$ cat config.mk
export PLATFORM = sky130hd
export DESIGN_NAME = frame_l2_in
export DESIGN_NICKNAME = d
export VERILOG_FILES = /design/src/rtl/frame_l2_in.sv
export SDC_FILE = /design/constraint.sdc
export NUM_CORES = 1
export LEC_CHECK = 0
export ABC_AREA = 0
export CORE_MARGIN = 2
export CORE_UTILIZATION = 45
export DETAILED_ROUTE_END_ITERATION = 10
export GPL_TIMING_DRIVEN = 0
export SYNTH_ARGS = -nofsm -noshare
export SYNTH_HDL_FRONTEND = slang
export SYNTH_SLANG_ARGS = --single-unit
$ cat constraint.sdc
create_clock -name Clk -period 3.95 [get_ports Clk]
set_input_delay 0.5925 -clock Clk [delete_from_list [all_inputs] [get_ports Clk]]
set_output_delay 0.5925 -clock Clk [all_outputs]
set_load 0.01 [all_outputs]
$ cat src/rtl/frame_l2_in.sv
// -----------------------------------------------------------------------------
// frame_l2_in
// Receive side of the L2 nibble link. Takes the link after DDR input capture,
// strips preamble/SFD, assembles bytes, checks the Ethernet CRC32, removes the
// 4-byte FCS and hands the payload to the L2 frame dispatcher as a byte stream
// with a per-frame error flag.
//
// Ports:
//   Clk       system clock, also the DDR capture clock
//   nRst      asynchronous active-low reset
//   MODE      0 = one nibble per Clk, 1 = one byte per Clk (both edges)
//   RxVal     link valid
//   RxDataL   nibble from the rising-edge phase (high nibble in MODE 1)
//   RxDataH   nibble from the falling-edge phase (MODE 1 only)
//   ValOut    single-cycle byte strobe
//   SoFOut    first payload byte of a frame (qualified by ValOut)
//   EoFOut    last payload byte of a frame (qualified by ValOut)
//   DataOut   payload byte
//   ErrOut    frame error, valid with ValOut & EoFOut
//   FrameCnt  good frames delivered (wraps)
//   ErrCnt    errored, truncated or runt frames (wraps)
// -----------------------------------------------------------------------------
module frame_l2_in #(
  parameter int MAX_BYTES = 1522,
  parameter int CNT_W     = 16
) (
  input  logic             Clk,
  input  logic             nRst,
  input  logic             MODE,
  input  logic             RxVal,
  input  logic [3:0]       RxDataL,
  input  logic [3:0]       RxDataH,
  output logic             ValOut,
  output logic             SoFOut,
  output logic             EoFOut,
  output logic [7:0]       DataOut,
  output logic             ErrOut,
  output logic [CNT_W-1:0] FrameCnt,
  output logic [CNT_W-1:0] ErrCnt
);

  localparam int          BCNT_W        = $clog2(MAX_BYTES + 1);
  localparam logic [31:0] CRC_POLY_REFL = 32'hEDB88320;
  // Residue is quoted in normal bit order; the register runs reflected.
  localparam logic [31:0] CRC_RESIDUE   = 32'hC704DD7B;
  localparam int          FCS_DEPTH     = 5;  // hold stage + 4 FCS stages

  typedef enum logic [1:0] {IDLE, PREAMBLE, DATA, DROP} stateT;

  function automatic logic [31:0] crcByte(input logic [31:0] crc, input logic [7:0] b);
    logic [31:0] c;
    c = crc ^ {24'h0, b};
    for (int i = 0; i < 8; i++) c = c[0] ? ((c >> 1) ^ CRC_POLY_REFL) : (c >> 1);
    return c;
  endfunction

  function automatic logic [31:0] bitRev32(input logic [31:0] v);
    logic [31:0] r;
    r = '0;
    for (int i = 0; i < 32; i++) r[i] = v[31-i];
    return r;
  endfunction

  stateT             stateQ, stateD;
  logic              sawDQ;        // MODE 0: SFD high nibble seen, expecting 5
  logic              nibPhaseQ;    // MODE 0: high nibble of current byte held
  logic [3:0]        hiNibQ;
  logic [BCNT_W-1:0] byteCntQ;     // bytes after SFD, FCS included
  logic [31:0]       crcQ;
  logic              firstOutQ;    // next emitted byte is the first payload byte
  logic [7:0]        dlyQ [FCS_DEPTH];

  // Emission stage: decided on the assembly Clk, presented on the next one.
  logic              emitValQ, emitSofQ, emitEofQ, emitErrQ;
  logic [7:0]        emitDataQ;

  logic [7:0]        pairByte, rxByte;
  logic              isPre, enterData, setSawD;
  logic              byteStrobe, frameEnd, lastByte;
  logic              emitNow, endEmit, runt;
  logic              crcGood;

  assign crcGood = (bitRev32(crcQ) == CRC_RESIDUE);

  // ---------------------------------------------------------------------------
  // FSM: state register
  // ---------------------------------------------------------------------------
  // NOTE: sequential state uses non-blocking assignments so every register
  // samples pre-edge values regardless of process ordering.
  always_ff @(posedge Clk or negedge nRst) begin
    if (!nRst) stateQ <= DROP;  // a frame in flight at reset release is discarded
    else       stateQ <= stateD;
  end

  // ---------------------------------------------------------------------------
  // FSM: decode / control outputs
  // ---------------------------------------------------------------------------
  // NOTE: every always_comb output gets a default first so no path can
  // leave it unassigned and infer a latch.
  always_comb begin
    pairByte   = {RxDataL, RxDataH};
    rxByte     = MODE ? pairByte : {hiNibQ, RxDataL};
    isPre      = MODE ? (pairByte == 8'h55) : (RxDataL == 4'h5);
    enterData  = 1'b0;
    setSawD    = 1'b0;
    byteStrobe = 1'b0;
    frameEnd   = 1'b0;
    unique case (stateQ)
      PREAMBLE: begin
        if (RxVal) begin
          if (MODE) begin
            enterData = (pairByte == 8'hD5);
          end else begin
            enterData = sawDQ && (RxDataL == 4'h5);
            setSawD   = !sawDQ && (RxDataL == 4'hD);
          end
        end
      end
      DATA: begin
        byteStrobe = RxVal && (MODE || nibPhaseQ);
        frameEnd   = !RxVal;
      end
      default: ;
    endcase
    lastByte = byteStrobe && (byteCntQ == BCNT_W'(MAX_BYTES - 1));
    emitNow  = byteStrobe && (byteCntQ >= BCNT_W'(FCS_DEPTH));
    endEmit  = frameEnd && (byteCntQ >= BCNT_W'(FCS_DEPTH));
    runt     = frameEnd && (byteCntQ <  BCNT_W'(FCS_DEPTH));
  end

  // ---------------------------------------------------------------------------
  // FSM: next state
  // ---------------------------------------------------------------------------
  always_comb begin
    stateD = stateQ;
    unique case (stateQ)
      IDLE:     if (RxVal) stateD = isPre ? PREAMBLE : DROP;
      PREAMBLE: begin
        if (!RxVal)                                stateD = IDLE;
        else if (enterData)                        stateD = DATA;
        else if (!(isPre && !sawDQ) && !setSawD)   stateD = DROP;
      end
      DATA: begin
        if (frameEnd)      stateD = IDLE;
        else if (lastByte) stateD = DROP;  // truncated; rest of frame ignored
      end
      DROP:     if (!RxVal) stateD = IDLE;
      default:  stateD = DROP;
    endcase
  end

  // ---------------------------------------------------------------------------
  // Byte assembly, byte count and CRC
  // ---------------------------------------------------------------------------
  always_ff @(posedge Clk or negedge nRst) begin
    if (!nRst) begin
      sawDQ     <= 1'b0;
      nibPhaseQ <= 1'b0;
      hiNibQ    <= '0;
      byteCntQ  <= '0;
      crcQ      <= '1;
      firstOutQ <= 1'b0;
    end else begin
      sawDQ <= setSawD;
      if (enterData) begin
        nibPhaseQ <= 1'b0;
        byteCntQ  <= '0;
        crcQ      <= '1;
        firstOutQ <= 1'b1;
      end else if (stateQ == DATA && RxVal) begin
        if (!MODE) begin
          nibPhaseQ <= !nibPhaseQ;
          if (!nibPhaseQ) hiNibQ <= RxDataL;
        end
        if (byteStrobe) begin
          byteCntQ <= byteCntQ + BCNT_W'(1);
          crcQ     <= crcByte(crcQ, rxByte);
        end
        if (emitNow) firstOutQ <= 1'b0;
      end
    end
  end

  // NOTE: the delay line holds only data; its contents are never observed
  // before being filled, so it carries no reset.
  always_ff @(posedge Clk) begin
    if (byteStrobe) begin
      dlyQ[0] <= rxByte;
      for (int i = 1; i < FCS_DEPTH; i++) dlyQ[i] <= dlyQ[i-1];
    end
  end

  // ---------------------------------------------------------------------------
  // Emission stage and registered outputs
  // ---------------------------------------------------------------------------
  always_ff @(posedge Clk or negedge nRst) begin
    if (!nRst) begin
      emitValQ  <= 1'b0;
      emitSofQ  <= 1'b0;
      emitEofQ  <= 1'b0;
      emitErrQ  <= 1'b0;
      emitDataQ <= '0;
    end else begin
      emitValQ <= emitNow || endEmit;
      emitSofQ <= firstOutQ;
      emitEofQ <= endEmit || lastByte;
      // Frame end: CRC residue or a dangling nibble; truncation is always an error.
      emitErrQ <= endEmit ? (!crcGood || (!MODE && nibPhaseQ)) : lastByte;
      if (emitNow || endEmit) emitDataQ <= dlyQ[FCS_DEPTH-1];
    end
  end

  always_ff @(posedge Clk or negedge nRst) begin
    if (!nRst) begin
      ValOut   <= 1'b0;
      SoFOut   <= 1'b0;
      EoFOut   <= 1'b0;
      ErrOut   <= 1'b0;
      DataOut  <= '0;
      FrameCnt <= '0;
      ErrCnt   <= '0;
    end else begin
      ValOut <= emitValQ;
      SoFOut <= emitValQ && emitSofQ;
      EoFOut <= emitValQ && emitEofQ;
      ErrOut <= emitValQ && emitEofQ && emitErrQ;
      if (emitValQ) DataOut <= emitDataQ;
      if (emitValQ && emitEofQ && !emitErrQ) FrameCnt <= FrameCnt + CNT_W'(1);
      ErrCnt <= ErrCnt + CNT_W'(emitValQ && emitEofQ && emitErrQ) + CNT_W'(runt);
    end
  end

endmodule
* Word-level counts from Yosys, hierarchy flattened
Memories as Yosys holds them, arrays and structs flattened. A register that Yosys moved wholly into a read port is not among the register bits. Cells that the tools add are included.
Cells by class: add/sub/neg operators 4, magnitude comparators 2, equality and inequality tests 14, muxes and demuxes 42, bitwise gates (word level) 12, reductions and logical operators 37
Operators by type and width (number):
- 32-bit two-way mux | 11
- 13-bit inverter with 14-bit output | 8
- 11-bit two-way mux | 3
- 16-bit by 1-bit adder with 16-bit output | 2
- 32-bit == test, second input constant | 1
- 32-bit by 8-bit XOR with 32-bit output | 1
- 1-bit two-way mux | 18
- 16-bit by 1-bit adder with 16-bit output, second input constant | 1
- 2-bit two-way mux | 8
- 1-bit logical AND | 15
- 11-bit by 1-bit adder with 11-bit output, second input constant | 1
- 11-bit == test, second input constant | 1
- 11-bit by 3-bit >= comparator with 1-bit output, second input constant | 1
- 11-bit by 3-bit < comparator with 1-bit output, second input constant | 1
- 1-bit logical NOT | 9
- 8-bit by 7-bit == test with 1-bit output, second input constant | 1
- 8-bit == test, second input constant | 1
- 8-bit two-way mux | 1
- 2-bit one-hot mux with 4 select lines | 1
- 4-bit AND reduction | 2
- 2-bit AND reduction | 3
- 2-bit nonzero test | 3
- 2-bit == test, second input constant | 2
- 4-bit by 3-bit == test with 1-bit output, second input constant | 1
- 9 further kinds | 15
Word-level totals: register bits after elaboration 100, bits in writable memories 40, input bits 12, output and inout bits 44, logic and storage cells 130, memories kept 1
Memory list:
- dlyQ | depth 5, width 8, read ports 5, clocked after memory_dff 1, wr ports 5, line 71 | logic [7:0] dlyQ [FCS_DEPTH];

* Longest topological paths before layout
depth after elaboration 21, mapped depth 11

* Worst setup path before layout
OpenSTA, ideal clock, no wires.
kind input-to-reg, from input MODE, to memory dlyQ[0][0], enable pin, arrival 2833 ps, required time 3530 ps, slack 698 ps, cell stages on the path 8, path buffers 5, cell sequence buf_6 > buf_12 > nor2_1 > or2_2 > clkbuf_1 > inv_1 > buf_2 > buf_1
RTL lines:
- from (decl) | line 29 | input logic MODE,
- to (decl) | line 71

* Worst setup path after layout
from input RxDataH[2], to register crcQ[14]
Between the ends: longest elaborated chain between the ends 14, elaborated cells on any way between the ends 21, classes of those cells 1 x eq/ne; 15 x mux; 2 x bitwise; 3 x reduce/logical
RTL lines:
- from (decl) | line 32 | input logic [3:0] RxDataH,
- 8-bit two-way mux | line 102 | rxByte = MODE ? pairByte : {hiNibQ, RxDataL};
- 32-bit by 8-bit XOR with 32-bit output | line 52 | c = crc ^ {24'h0, b};
- 32-bit two-way mux (6 in a row) | line 53 | for (int i = 0; i < 8; i++) c = c[0] ? ((c >> 1) ^ CRC_POLY_REFL) : (c >> 1);
- 13-bit inverter with 14-bit output (no source line)
- 32-bit two-way mux (2 in a row) | line 53
- 32-bit two-way mux | line 175 | if (byteStrobe) begin
- 32-bit two-way mux | line 170 | end else if (stateQ == DATA && RxVal) begin
- 32-bit two-way mux | line 165 | if (enterData) begin
- to (signal assigned) | line 177 | crcQ <= crcByte(crcQ, rxByte);
- to (decl) | line 69 | logic [31:0] crcQ;
Parallel ways exist; a longest one is shown, timed or not. The select of a mux whose other input is x is not followed. A chain may end at the register's enable or synchronous reset.

==> impl_results.rst <==
.. list-table::
   :header-rows: 1

   * - Metric
     - Value
   * - Result of the run
     - completed
   * - Wire length of the first global-routing pass
     - 21200 µm
   * - Aggregate global-route resource usage
     - 17.3%
   * - Post-layout instance area
     - slightly above 8000 µm²
   * - Final Hold Fails
     - 0
   * - DRC Markers
     - 0
   * - Final critical path time including I/O delays and setup
     - 2.86 ns
   * - Area contributors post-synth
     - sky130_fd_sc_hd__dfrtp_1 (28%), sky130_fd_sc_hd__edfxtp_1 (18%), sky130_fd_sc_hd__dfstp_2 (13%), sky130_fd_sc_hd__xnor2_1 (8.3%), sky130_fd_sc_hd__xor2_1 (3.8%)
   * - Final clock period utilization by the worst path
     - 72.5%
   * - Count of buffers inserted at the top-level ports
     - 54
   * - Antenna diodes
     - 0
   * - Max-slew violation count
     - 0
   * - Initial Utilization
     - 46.0%
   * - Weighted congestion at the end of routability-driven global placement
     - between 0.8 and 0.9
   * - Initial drt markers
     - 267
   * - CTS Root Buffer Type
     - sky130_fd_sc_hd__clkbuf_16
   * - Floorplan core area
     - 14500 µm²
   * - Switching share of power
     - 33.5%
   * - Combinational Power Share
     - 39.7%
   * - Slew @ Worst Pin
     - 0.720 ns
   * - RSZ-0062 raised after global routing
     - no
   * - Startpoint types
     - input port
   * - Worst Setup Slack, final
     - 1.09 ns
   * - Clock power frac
     - 25.2%
   * - Area of the mapped netlist
     - 6660 µm²
   * - Clock slew at the register clock pins of the worst setup and hold paths
     - approximately 0.06 ns
   * - Dpl hpwl
     - 8710 µm
   * - Post-synthesis cell type count
     - 53
   * - Vias in the first global route
     - 3997
   * - Final-layout fill cell count
     - 1201
   * - Final Skew
     - 0.00637 ns
   * - Final net count
     - 595
   * - Initial antenna violation count
     - 0
   * - Hold Crit Class
     - in -> async
   * - # resized after CTS
     - 0
   * - Depth of the CTS H-tree
     - 4
   * - Headroom to the max-slew limit
     - 51.7%
   * - Count of nets left with antenna violations after detail routing
     - 0
   * - Most common flop cell mapped by yosys
     - sky130_fd_sc_hd__dfrtp_1
   * - Switch Pwr
     - 2.26 mW
   * - P_leak
     - 3.24 nW
   * - Post-Place Setup Slack
     - 0.657 ns
   * - 1st-pass router iterations
     - 4
   * - Proportion of register bits with asynchronous set or reset after synthesis
     - 73.0%
   * - # setup viols final
     - 0
   * - Ratio of routed vias to standard cells
     - 5.06
   * - Average size of a mapped cell
     - between 10 and 15 µm²
   * - Share of synthesized area occupied by flip-flops and latches
     - 59.3%
   * - Total area of sequential cells
     - 3950 µm²
   * - Vertical die dimension
     - 126 µm
   * - Number of flops mapped to enable cells by yosys
     - 40
   * - Count of boundary I/O pins
     - 56
   * - Max Fanout on Critical Path
     - 10
   * - Power per Cell Area
     - 832 nW/µm²
   * - Number of standard cells after synthesis
     - 503
   * - Critical path class
     - in -> reg
   * - Final WL
     - 12500 µm
   * - Number of rows in the core area
     - 44
   * - Fraction of synthesized cell area taken by the top area cell type
     - ~28%
   * - Share of cells above drive strength 1
     - 20.5%
   * - Total of max-cap violations
     - 0
   * - Part of the power in registers
     - 35.1%
   * - Vias
     - 3924
   * - Number of buffers inserted by post-CTS setup repair
     - 0
   * - Dpl cell area
     - ~7500 µm²
   * - Multi-input gate area in the final layout
     - 2610 µm²
   * - CTS sink cnt
     - 148
   * - Maximum number of pins on one net before global-route repair
     - 72
   * - Syn-to-layout area delta
     - 21.6%
   * - Cts hold-fix bufs
     - 0
   * - Source-to-sink clock delay at the later pin of the worst-skew pair
     - around 0.42 ns
   * - WL per Instance
     - 16.2 µm
   * - Overall die area
     - 15800 µm²
   * - Maximum achievable frequency
     - 349 MHz
   * - Count of warnings emitted by yosys
     - 0
   * - Grt ovf
     - 0
   * - Worst Setup End Kind
     - flip-flop
   * - Arrival time worst endpoint
     - ~3.2 ns
   * - Syn_nets
     - 520
   * - Number of synthesized register bits
     - 148
   * - CTS buffer count
     - 17
   * - IR Drop Worst-Case VDD
     - roughly 0.4 mV
   * - Worst EP required
     - around 4.3 ns
   * - Horizontal die dimension
     - ~130 µm
   * - Biggest area consumer among synthesized cells
     - sky130_fd_sc_hd__dfrtp_1
   * - Design internal power
     - 4.48 mW
   * - Buffers from clock root to sink, at most
     - 2
   * - TritonCTS clock tree
     - done
==> registers in the layout, summed over array words and instances (netlist names) <==
| register | count |
|---|---|
| crcQ | 32 |
| emitSofQ | 1 |
| emitValQ | 1 |
| ErrCnt | 16 |
| ErrOut | 1 |
| sawDQ | 1 |
| emitEofQ | 1 |
| EoFOut | 1 |
| emitDataQ | 8 |
| firstOutQ | 1 |
| byteCntQ | 11 |
| emitErrQ | 1 |
| dlyQ | 40 |
| stateQ | 2 |
| nibPhaseQ | 1 |
| SoFOut | 1 |
| hiNibQ | 4 |
| FrameCnt | 16 |
| ValOut | 1 |
| DataOut | 8 |
==> worst paths after layout <==
path,from,endpoint,slack (ns),cells after the start
worst max-delay path,RxDataH[2],crcQ[14],1.09,8
worst min-delay path,nRst,FrameCnt[8],0.14,1
worst max register to register,byteCntQ[9],ErrCnt[12],1.55,9
worst min register to register,emitValQ,ValOut,0.40,0
max in group asynchronous,nRst,crcQ[12],3.03,2
min in group Clk,emitValQ,ValOut,0.40,0
==> area by class of cell <==
cell class	count	share of cell area (%)
sequential	148	48.7
multi-input combinational	334	32.2
timing repair buffer	56	7.23
clock buffer	19	5.47
tap	184	2.84
clock inverter	13	2.22
buffer	14	0.973
inverter	7	0.324
==> worst max-delay path, cell delays in order <==
cell and delay [ns]:
sky130_fd_sc_hd__clkdlybuf4s50_1 0.52, sky130_fd_sc_hd__nor4bb_1 0.43, sky130_fd_sc_hd__and3_1 0.21, sky130_fd_sc_hd__a31oi_1 0.09, sky130_fd_sc_hd__o21ai_1 0.62, sky130_fd_sc_hd__clkbuf_1 0.52
sky130_fd_sc_hd__nor2_1 0.08, sky130_fd_sc_hd__a21oi_1 0.15
==> synth_stat cells (all sizes together), types with 2 or more instances <==
library cell,count
nor2,42
or4b,2
or3,3
mux2i,3
edfxtp,40
nor4,4
nand3,15
o21ai,13
nand2,25
xor2,36
and2,2
inv,7
nand4,12
nand2b,2
a21oi,32
nor2b,2
dfstp,34
nor3,5
nand4b,3
dfrtp,74
or2,2
xnor2,72
and3,9
o22a,5
mux2,27
clkbuf,10
buf,4
ha,4
==> power by group through the flow <==
stage / Sequential [mW] / Combinational (mW) / Clock, mW
2_1_floorplan: 2.34 / 2.08 / 0
5_1_grt: 2.43 / 2.90 / 1.80
4_1_cts: 2.37 / 2.69 / 1.73
6_report: 2.37 / 2.67 / 1.70
3_5_place_dp: 2.40 / 2.67 / 0
3_3_place_gp: 2.39 / 2.66 / 0
==> placed cells by master, fill, tap and decap left out, types with 9 or more instances in the layout <==
master and instances:
sky130_fd_sc_hd__nand2_1 25, sky130_fd_sc_hd__nor2_1 42, sky130_fd_sc_hd__dfstp_2 34, sky130_fd_sc_hd__nand3_1 15, sky130_fd_sc_hd__mux2_2 22, sky130_fd_sc_hd__xor2_1 29, sky130_fd_sc_hd__clkbuf_16 17, sky130_fd_sc_hd__clkdlybuf4s50_1 53
sky130_fd_sc_hd__edfxtp_1 40, sky130_fd_sc_hd__a21oi_1 32, sky130_fd_sc_hd__nand4_1 12, sky130_fd_sc_hd__and3_1 9, sky130_fd_sc_hd__dfrtp_1 74, sky130_fd_sc_hd__clkbuf_1 11, sky130_fd_sc_hd__xnor2_1 63
==> per-stage QoR <==
step           TNS [ns]  utilization [%]  std cells  total power, mW  hold slack [ns]
6_report              0             55.9        775             6.74            0.135
5_1_grt               0             55.9        775             7.12            0.179
4_1_cts               0             55.9        775             6.79            0.151
3_5_place_dp          0             51.6        743             5.07            0.383
3_3_place_gp    -175.46             51.3        741             5.04            0.379
2_1_floorplan         0                -        503             4.43            0.297
==> metal layers <==
metal / GRT usage (%) / routed length, µm / vias to the layer above
met4: 7.12 / 221 / 0
met2: 26.6 / 6010 / 85
li1: - / - / 1891
met1: 24.0 / 5750 / 1929
met5: 0 / 0 / -
met3: 3.74 / 564 / 19
==> cells by family (layout without fill, tap and decap cells) <==
| family | count (synthesis) | after routing | synth area share (%) |
|---|---|---|---|
| compound gates | 58 | 58 | 5.07 |
| xor+xnor | 109 | 109 | 17.7 |
| mux | 30 | 30 | 5.49 |
| fa+ha+maj | 5 | 5 | 1.05 |
| flops | 148 | 148 | 59.3 |
| simple gates | 132 | 132 | 9.88 |
| buf+inv | 21 | 109 | 1.56 |
No activity file was read; power rests on OpenSTA's default activity.
